### config.mk
export PLATFORM = sky130hd
export DESIGN_NAME = data_mem_arbiter
export DESIGN_NICKNAME = d
export VERILOG_FILES = /design/src/rtl/data_arb_pkg.sv /design/src/rtl/arb_select.sv /design/src/rtl/data_mem_arbiter.sv
export SDC_FILE = /design/constraint.sdc
export NUM_CORES = 1
export LEC_CHECK = 0
export CAP_MARGIN = 0
export CORE_ASPECT_RATIO = 0.75
export CORE_UTILIZATION = 41
export CTS_CLUSTER_SIZE = 24
export DETAILED_ROUTE_END_ITERATION = 7
export PLACE_DENSITY_LB_ADDON = 0.05
export SLEW_MARGIN = 20
export SYNTH_ARGS = -nofsm -noshare
export SYNTH_HDL_FRONTEND = slang
export SYNTH_SLANG_ARGS = --single-unit
### constraint.sdc
create_clock -name clk -period 2.8 [get_ports clk]
set_input_delay 0.28 -clock clk [delete_from_list [all_inputs] [get_ports clk]]
set_output_delay 0.28 -clock clk [all_outputs]
set_load 0.02 [all_outputs]
### src/rtl/data_arb_pkg.sv
// Shared types and limits for the data memory arbiter.
package data_arb_pkg;

    // Controller states: waiting for a request, or one access in flight.
    typedef enum logic {
        StIdle   = 1'b0,
        StAccess = 1'b1
    } arb_state_e;

    // Legal memory latency range and the counter width needed to hold it.
    localparam int unsigned MEM_LAT_MIN = 1;
    localparam int unsigned MEM_LAT_MAX = 4;
    localparam int unsigned CNT_W       = $clog2(MEM_LAT_MAX + 1);

    // Requester identifier.
    typedef logic id_t;
    localparam id_t ID_M0 = 1'b0;
    localparam id_t ID_M1 = 1'b1;

endpackage

### src/rtl/arb_select.sv
// Two-requester grant selection; ptr names the requester that wins on contention.
module arb_select
    import data_arb_pkg::*;
(
    input  logic [1:0] req,
    input  id_t        ptr,
    output logic [1:0] gnt
);

    // One-hot grant: a lone requester always wins, contention resolved by ptr.
    always_comb begin
        gnt = 2'b00;
        if (req == 2'b11) begin
            gnt = (ptr == ID_M1) ? 2'b10 : 2'b01;
        end else begin
            gnt = req;
        end
    end

endmodule

### src/rtl/data_mem_arbiter.sv
// Two-master data memory arbiter: one access in flight, fixed MEM_LAT-cycle memory.
// Build option: define DATA_ARB_RR_EN for round-robin arbitration; otherwise m0 has
// fixed priority on contention.
module data_mem_arbiter
    import data_arb_pkg::*;
#(
    parameter int unsigned MEM_LAT = 1,
    parameter int unsigned AW      = 32,
    parameter int unsigned DW      = 32
) (
    input  logic          clk,
    input  logic          reset,
    input  logic          m0_req,
    input  logic          m0_we,
    input  logic [AW-1:0] m0_addr,
    input  logic [DW-1:0] m0_wdata,
    input  logic          m1_req,
    input  logic          m1_we,
    input  logic [AW-1:0] m1_addr,
    input  logic [DW-1:0] m1_wdata,
    output logic          m0_gnt,
    output logic          m1_gnt,
    output logic          m0_done,
    output logic          m1_done,
    output logic [DW-1:0] rdata,
    output logic          mem_we,
    output logic [AW-1:0] mem_addr,
    output logic [DW-1:0] mem_wdata,
    input  logic [DW-1:0] mem_rdata,
    output logic          busy
);

    // Out-of-range latencies are clamped into the supported window.
    localparam int unsigned LAT = (MEM_LAT < MEM_LAT_MIN) ? MEM_LAT_MIN :
                                  (MEM_LAT > MEM_LAT_MAX) ? MEM_LAT_MAX : MEM_LAT;

    arb_state_e       state_q, state_d;
    logic [CNT_W-1:0] cnt_q, cnt_d;
    logic             we_q, we_d;
    logic [AW-1:0]    addr_q, addr_d;
    logic [DW-1:0]    wdata_q, wdata_d;
    id_t              id_q, id_d;
    logic             mem_we_q, mem_we_d;
    logic [1:0]       done_q, done_d;
    logic [DW-1:0]    rdata_q, rdata_d;

    logic [1:0]       sel;
    logic [1:0]       gnt_vec;
    id_t              ptr;

    arb_select u_arb_select (
        .req (sel_req()),
        .ptr (ptr),
        .gnt (sel)
    );

    function automatic logic [1:0] sel_req();
        return {m1_req, m0_req};
    endfunction

    // Grants only while idle and out of reset, so nothing is accepted during reset.
    assign gnt_vec = (state_q == StIdle && !reset) ? sel : 2'b00;

`ifdef DATA_ARB_RR_EN
    id_t ptr_q, ptr_d;

    // Favour the requester not granted most recently.
    always_comb begin
        ptr_d = ptr_q;
        if (gnt_vec != 2'b00) begin
            ptr_d = gnt_vec[0] ? ID_M1 : ID_M0;
        end
    end

    // Round-robin pointer register, starts favouring m0.
    always_ff @(posedge clk) begin
        if (reset) begin
            ptr_q <= ID_M0;
        end else begin
            ptr_q <= ptr_d;
        end
    end

    assign ptr = ptr_q;
`else
    assign ptr = ID_M0;
`endif

    // Next-state: latch the winner on grant, count down the access, finish with done.
    always_comb begin
        state_d  = state_q;
        cnt_d    = cnt_q;
        we_d     = we_q;
        addr_d   = addr_q;
        wdata_d  = wdata_q;
        id_d     = id_q;
        rdata_d  = rdata_q;
        mem_we_d = 1'b0;
        done_d   = 2'b00;
        unique case (state_q)
            StIdle: begin
                if (gnt_vec != 2'b00) begin
                    state_d  = StAccess;
                    cnt_d    = CNT_W'(LAT);
                    id_d     = gnt_vec[1] ? ID_M1 : ID_M0;
                    we_d     = gnt_vec[1] ? m1_we    : m0_we;
                    addr_d   = gnt_vec[1] ? m1_addr  : m0_addr;
                    wdata_d  = gnt_vec[1] ? m1_wdata : m0_wdata;
                    // Write strobe only in the first access cycle.
                    mem_we_d = gnt_vec[1] ? m1_we    : m0_we;
                end
            end
            StAccess: begin
                cnt_d = cnt_q - CNT_W'(1);
                if (cnt_q == CNT_W'(1)) begin
                    state_d      = StIdle;
                    done_d[id_q] = 1'b1;
                    if (!we_q) begin
                        rdata_d = mem_rdata;
                    end
                end
            end
            default: state_d = StIdle;
        endcase
    end

    // State and registered outputs; synchronous reset aborts any access.
    always_ff @(posedge clk) begin
        if (reset) begin
            state_q  <= StIdle;
            cnt_q    <= '0;
            we_q     <= 1'b0;
            addr_q   <= '0;
            wdata_q  <= '0;
            id_q     <= ID_M0;
            mem_we_q <= 1'b0;
            done_q   <= 2'b00;
            rdata_q  <= '0;
        end else begin
            state_q  <= state_d;
            cnt_q    <= cnt_d;
            we_q     <= we_d;
            addr_q   <= addr_d;
            wdata_q  <= wdata_d;
            id_q     <= id_d;
            mem_we_q <= mem_we_d;
            done_q   <= done_d;
            rdata_q  <= rdata_d;
        end
    end

    assign m0_gnt    = gnt_vec[0];
    assign m1_gnt    = gnt_vec[1];
    assign m0_done   = done_q[0];
    assign m1_done   = done_q[1];
    assign rdata     = rdata_q;
    assign mem_we    = mem_we_q;
    assign mem_addr  = addr_q;
    assign mem_wdata = wdata_q;
    assign busy      = (state_q == StAccess);

endmodule

### After elaboration in Yosys (flattened, before gate mapping)

Cells that the tools add are included.

| word-level totals | value |
|---|---|
| register bits after elaboration | 105 |
| input port bits | 166 |
| word-level logic and storage cells | 40 |

| cells by class | value |
|---|---|
| $add $sub $neg | 1 |
| $lt $le $gt $ge | 2 |
| eq/ne operators | 3 |
| muxes and demuxes | 13 |
| bitwise gates (word level) | 4 |
| reduce and logical (&&, ||, !) cells | 8 |

Operator list:

| operator | number |
|---|---|
| 32-bit two-way mux | 2 |
| 3-bit case mux with 2 select lines | 1 |
| 3-bit OR reduction | 2 |
| 1-bit two-way mux | 5 |
| 2-bit two-way mux | 2 |
| 1-bit NOT | 4 |
| 3-bit by 1-bit == test with 1-bit output, second input constant | 1 |
| 3-bit two-way mux | 1 |
| 3-bit AND reduction | 1 |
| 3-bit by 1-bit subtractor with 3-bit output, second input constant | 1 |
| 2-bit == test, second input constant | 1 |
| 1-bit logical AND | 2 |
| 1-bit by 2-bit < comparator with 1-bit output, second input constant | 1 |
| 2-bit by 1-bit inequality test with 1-bit output, second input constant | 1 |
| 1-bit case mux with 2 select lines | 1 |
| 2-bit AND reduction | 1 |
| 2-bit nonzero test | 1 |
| 1-bit demux with 1-bit select | 1 |
| 1-bit greater-or-equal comparator, second input constant | 1 |
| 1-bit zero test | 1 |

### Logic depth before layout (Yosys ltp)

| logic depth | value |
|---|---|
| depth in word-level cells | 6 |
| gate-level depth with buffers | 7 |
| mapped depth without buffers | 5 |

### Modules after synthesis

Synthesis repeated with hierarchy kept, for this count alone.

| second synthesis, totals | value |
|---|---|
| cell total of the unflattened synthesis | 558 |
| area, all modules | 5032.3 um2 |

Modules (own cells, without submodules):

| module | times used | cells each | area each (um2) | sequential area each (um2) |
|---|---|---|---|---|
| data_mem_arbiter | 1 | 555 | 5013.6 | 2102.0 |
| arb_select | 1 | 3 | 18.8 | 0.0 |

### Worst setup path after synthesis

No wires, ideal clock.

| timing path | value |
|---|---|
| kind | input port to output port |
| start | in m0_req |
| end | out m0_gnt |
| arrival time | 1309 ps |
| data required time | 2520 ps |
| setup slack | 1211 ps |
| cell stages on the path | 4 |
| cell sequence | buf_4 buf_2 clkinv_1 nor3_1 |

| on the way | value |
|---|---|
| longest elaborated chain between the ends | 3 |

Ends and longest elaborated chain:

| element | line | source |
|---|---|---|
| start, declared | data_mem_arbiter.sv:13 | `input logic m0_req,` |
| 2-bit == test | arb_select.sv:13 | `if (req == 2'b11) begin` |
| 2-bit two-way mux * | arb_select.sv:13 |  |
| 2-bit two-way mux * | data_mem_arbiter.sv:62 | `assign gnt_vec = (state_q == StIdle && !reset) ? sel : 2'b00;` |
| end, declared | data_mem_arbiter.sv:21 | `output logic m0_gnt,` |

Every way passes the cells marked *; elsewhere a longest branch is shown, timed or not.

### Worst setup path after layout

Ends and elaborated chain as after synthesis.

==> key figures <==
Status
  – Failing checks: DRC
  – Status: finished with violations

Final layout
  – Nets: 939
  – Fillers: 857
  – N_diodes: 0
  – Area occupied by multi-input gates: 2120 sq um
  – Area grow syn2layout: 65.0%
  – Layout cells sized above 1: 0.110
  – Register area: 2100 sq um
  – Layout Utilization: 0.703

Worst hold path
  – Hold Crit Class: in2reg
  – Hold Path Depth: 3
  – Hold endpoint: mem_we
  – Hold_sp: m0_req

GRT
  – Total gr overflow: 0
  – Largest net degree at the start of global routing: 79
  – GR Layer Usage met1: 0.278
  – First-pass GRT wire length: 22100 um
  – Initial antenna violation count: 0
  – Met2 usage in global routing: 0.400
  – Vias in the first global route: 4416
  – Top Usage Layer GRT: met2
  – Total GRT Usage: 0.238
  – Met3 usage: 0.0912

Timing
  – Final worst-path cycle share: 0.771
  – Slew HR: 0.523
  – Final TNS setup: 0 ns
  – Final setup viols: 0
  – Worst-Margin Slew: 0.715 ns
  – Final hold violations: 0
  – Fmax: 463 MHz
  – Clock skew: 0.00406 ns
  – Final number of max-transition violations: 0
  – Min Hold Slack: 0.425 ns
  – Fin crit period: 2.16 ns
  – Final worst slack: 0.640 ns
  – RSZ-0062 raised after global routing: no

Floorplanning
  – Die height: 94.7 um
  – Total I/O pin count: 268
  – Die Area: 11900 sq um
  – Rows: 33
  – Core ar.: 11000 sq um
  – Initial core utilization: 0.426
  – Die width: 126 um

Logic synthesis
  – Synth cell count leaders: dfxtp_1, a21oi_1, inv_1
  – Post-synth ARST share: 0
  – Post-synth EDFFs: 0
  – Synth top area share: 0.447
  – Sequential fraction of the synthesis area: 0.447
  – Count leader, synth: dfxtp_1
  – Top post-synthesis cells by area: dfxtp_1, o221a_2, a21oi_1
  – Mapped Cells: 537
  – Syn Nets: 705
  – Post-synth top area cell: dfxtp_1
  – Synthesis-stage register bit count: 105
  – Synthesized cell area: 4700 sq um
  – Mean Syn Cell Area: 8.75 sq um
  – Main synth FF type: dfxtp_1
  – Count of cell types in the netlist: 31
  – Yosys warns: 0

Clock network
  – Clk_lat worst skew: 0.34 ns
  – Post-CTS Resized: 0
  – H-tree Lvls: 3
  – CTS root buf: clkbuf_16
  – Clock sink total: 105
  – CTS buffer count: 9
  – CTS Buffer Depth: 2
  – Worst-path clk slew: 0.07 ns
  – TritonCTS clock tree: yes
  – Cts hold-fix bufs: 0
  – Postcts setup bufs: 0

Placement
  – Pre-CTS setup slack: 0.448 ns
  – Post-DP HPWL: 10700 um
  – Port buffer count: 267
  – GPL Wtd Cong: 0.846

Worst setup path
  – Worst r2r src: busy
  – Critical Path RT: 2.52 ns
  – R2R depth: 5
  – CP arrival: 1.88 ns
  – RR Endpoint: rdata[23]
  – Critical path's largest stage delay: 0.64 ns
  – Critical path's top delay family: buffers and inverters
  – CP Class: in2out
  – Startpoint Class: input pin
  – Cells along the critical path: buf_4, clkinv_1, nor3_1, clkdlybuf4s50_1
  – Flop2flop setup slack: 0.92 ns
  – CP max stage cell: clkdlybuf4s50_1
  – Critical Path End Type: output pin
  – WP buf/inv: 3
  – CP Max Fanout: 39

Pwr
  – Max VDD drop: 0.000351 V
  – Leak: 2.94 nW
  – PwrDens: 523 nW/um^2
  – Overall Power: 4.06 mW

Routing
  – Vias per cell: 5.14
  – DR iter-0 viols: 278
  – Vias: 4711
  – Residual DRC count: 17
  – Antenna-violating nets left: 0
  – Avg WL per Cell: 15.8 um
  – First-pass DRT Iterations: 8
  – DRT Wirelength: 14500 um

Flow run
  – Max_cap viols: 0
## worst min-delay path, stage by stage
cell and delay [ns]:
buf_4 0.23, nand2_1 0.10, a211oi_1 0.08
## registers in the layout, summed over array words and instances (netlist names)
| register | flops |
|---|---|
| mem_we | 1 |
| rdata | 32 |
| mem_wdata | 32 |
| busy | 1 |
| mem_addr | 32 |
| done_q | 2 |
| cnt_q | 3 |
| id_q | 1 |
| we_q | 1 |
## worst max path at each step
| stage | start | end | slack [ns] | depth (start not counted) |
|---|---|---|---|---|
| after floorplan | m0_req | m0_gnt | 1.21 | 4 |
| after global placement | m1_req | we_q | 0.49 | 5 |
| after detailed placement | m1_req | we_q | 0.45 | 5 |
| after CTS | m0_req | m0_gnt | 0.65 | 4 |
| after global routing | m0_req | m0_gnt | 0.48 | 4 |
| final | m0_req | m0_gnt | 0.64 | 4 |
## final cells by class
class,count,area share
Tap cell,140,0.0226
Timing Repair Buffer,278,0.354
Sequential cell,105,0.271
Multi-Input combinational cell,308,0.273
Clock buffer,10,0.0308
Inverter,69,0.0334
Clock inverter,6,0.0148
## cells by family (layout without fill, tap and decap cells)
family / count (synthesis) / after routing / share of synthesized area
compound gates: 168 / 168 / 0.275
simple gates: 137 / 137 / 0.163
xor+xnor: 1 / 1 / 0.00186
buf+inv: 124 / 363 / 0.107
flops: 105 / 105 / 0.447
fa+ha+maj: 2 / 2 / 0.00532
## cell usage in the layout, fill, tap and decap left out, drive strengths merged, types with 2 or more instances in the layout
master	Yosys	final
nor3b	56	56
inv	68	68
nand3b	2	2
a21oi	91	91
nand2b	2	2
clkdlybuf4s50	0	265
o22ai	9	9
clkinv	1	3
a221oi	9	9
a211oi	2	2
bufinv	0	3
nand2	67	67
o221a	55	55
buf	24	13
clkbuf	31	10
dfxtp	105	105
nor3	5	5
ha	2	2
## per-layer routing
layer	routed length, um	share of wire	vias up
li1	-	-	2346
met1	5900	0.41	2163
met2	6870	0.47	180
met3	1410	0.097	22
met4	308	0.021	0
met5	0	0	-
## power breakdown
part | total [mW] | leakage, nW | internal [mW] | switching (mW)
clock network | 1.46 | 0.169 | 0.901 | 0.557
logic | 0.937 | 1.91 | 0.515 | 0.422
registers | 1.66 | 0.860 | 1.60 | 0.0647
## through the flow
| step | instance area, sq um | instances |
|---|---|---|
| floorplan | 4700 | 537 |
| global placement | 7400 | 900 |
| detailed placement | 7400 | 900 |
| CTS | 7750 | 916 |
| global route | 7750 | 916 |
| finish | 7750 | 916 |
Note: power is estimated with default switching activity, not from simulation.
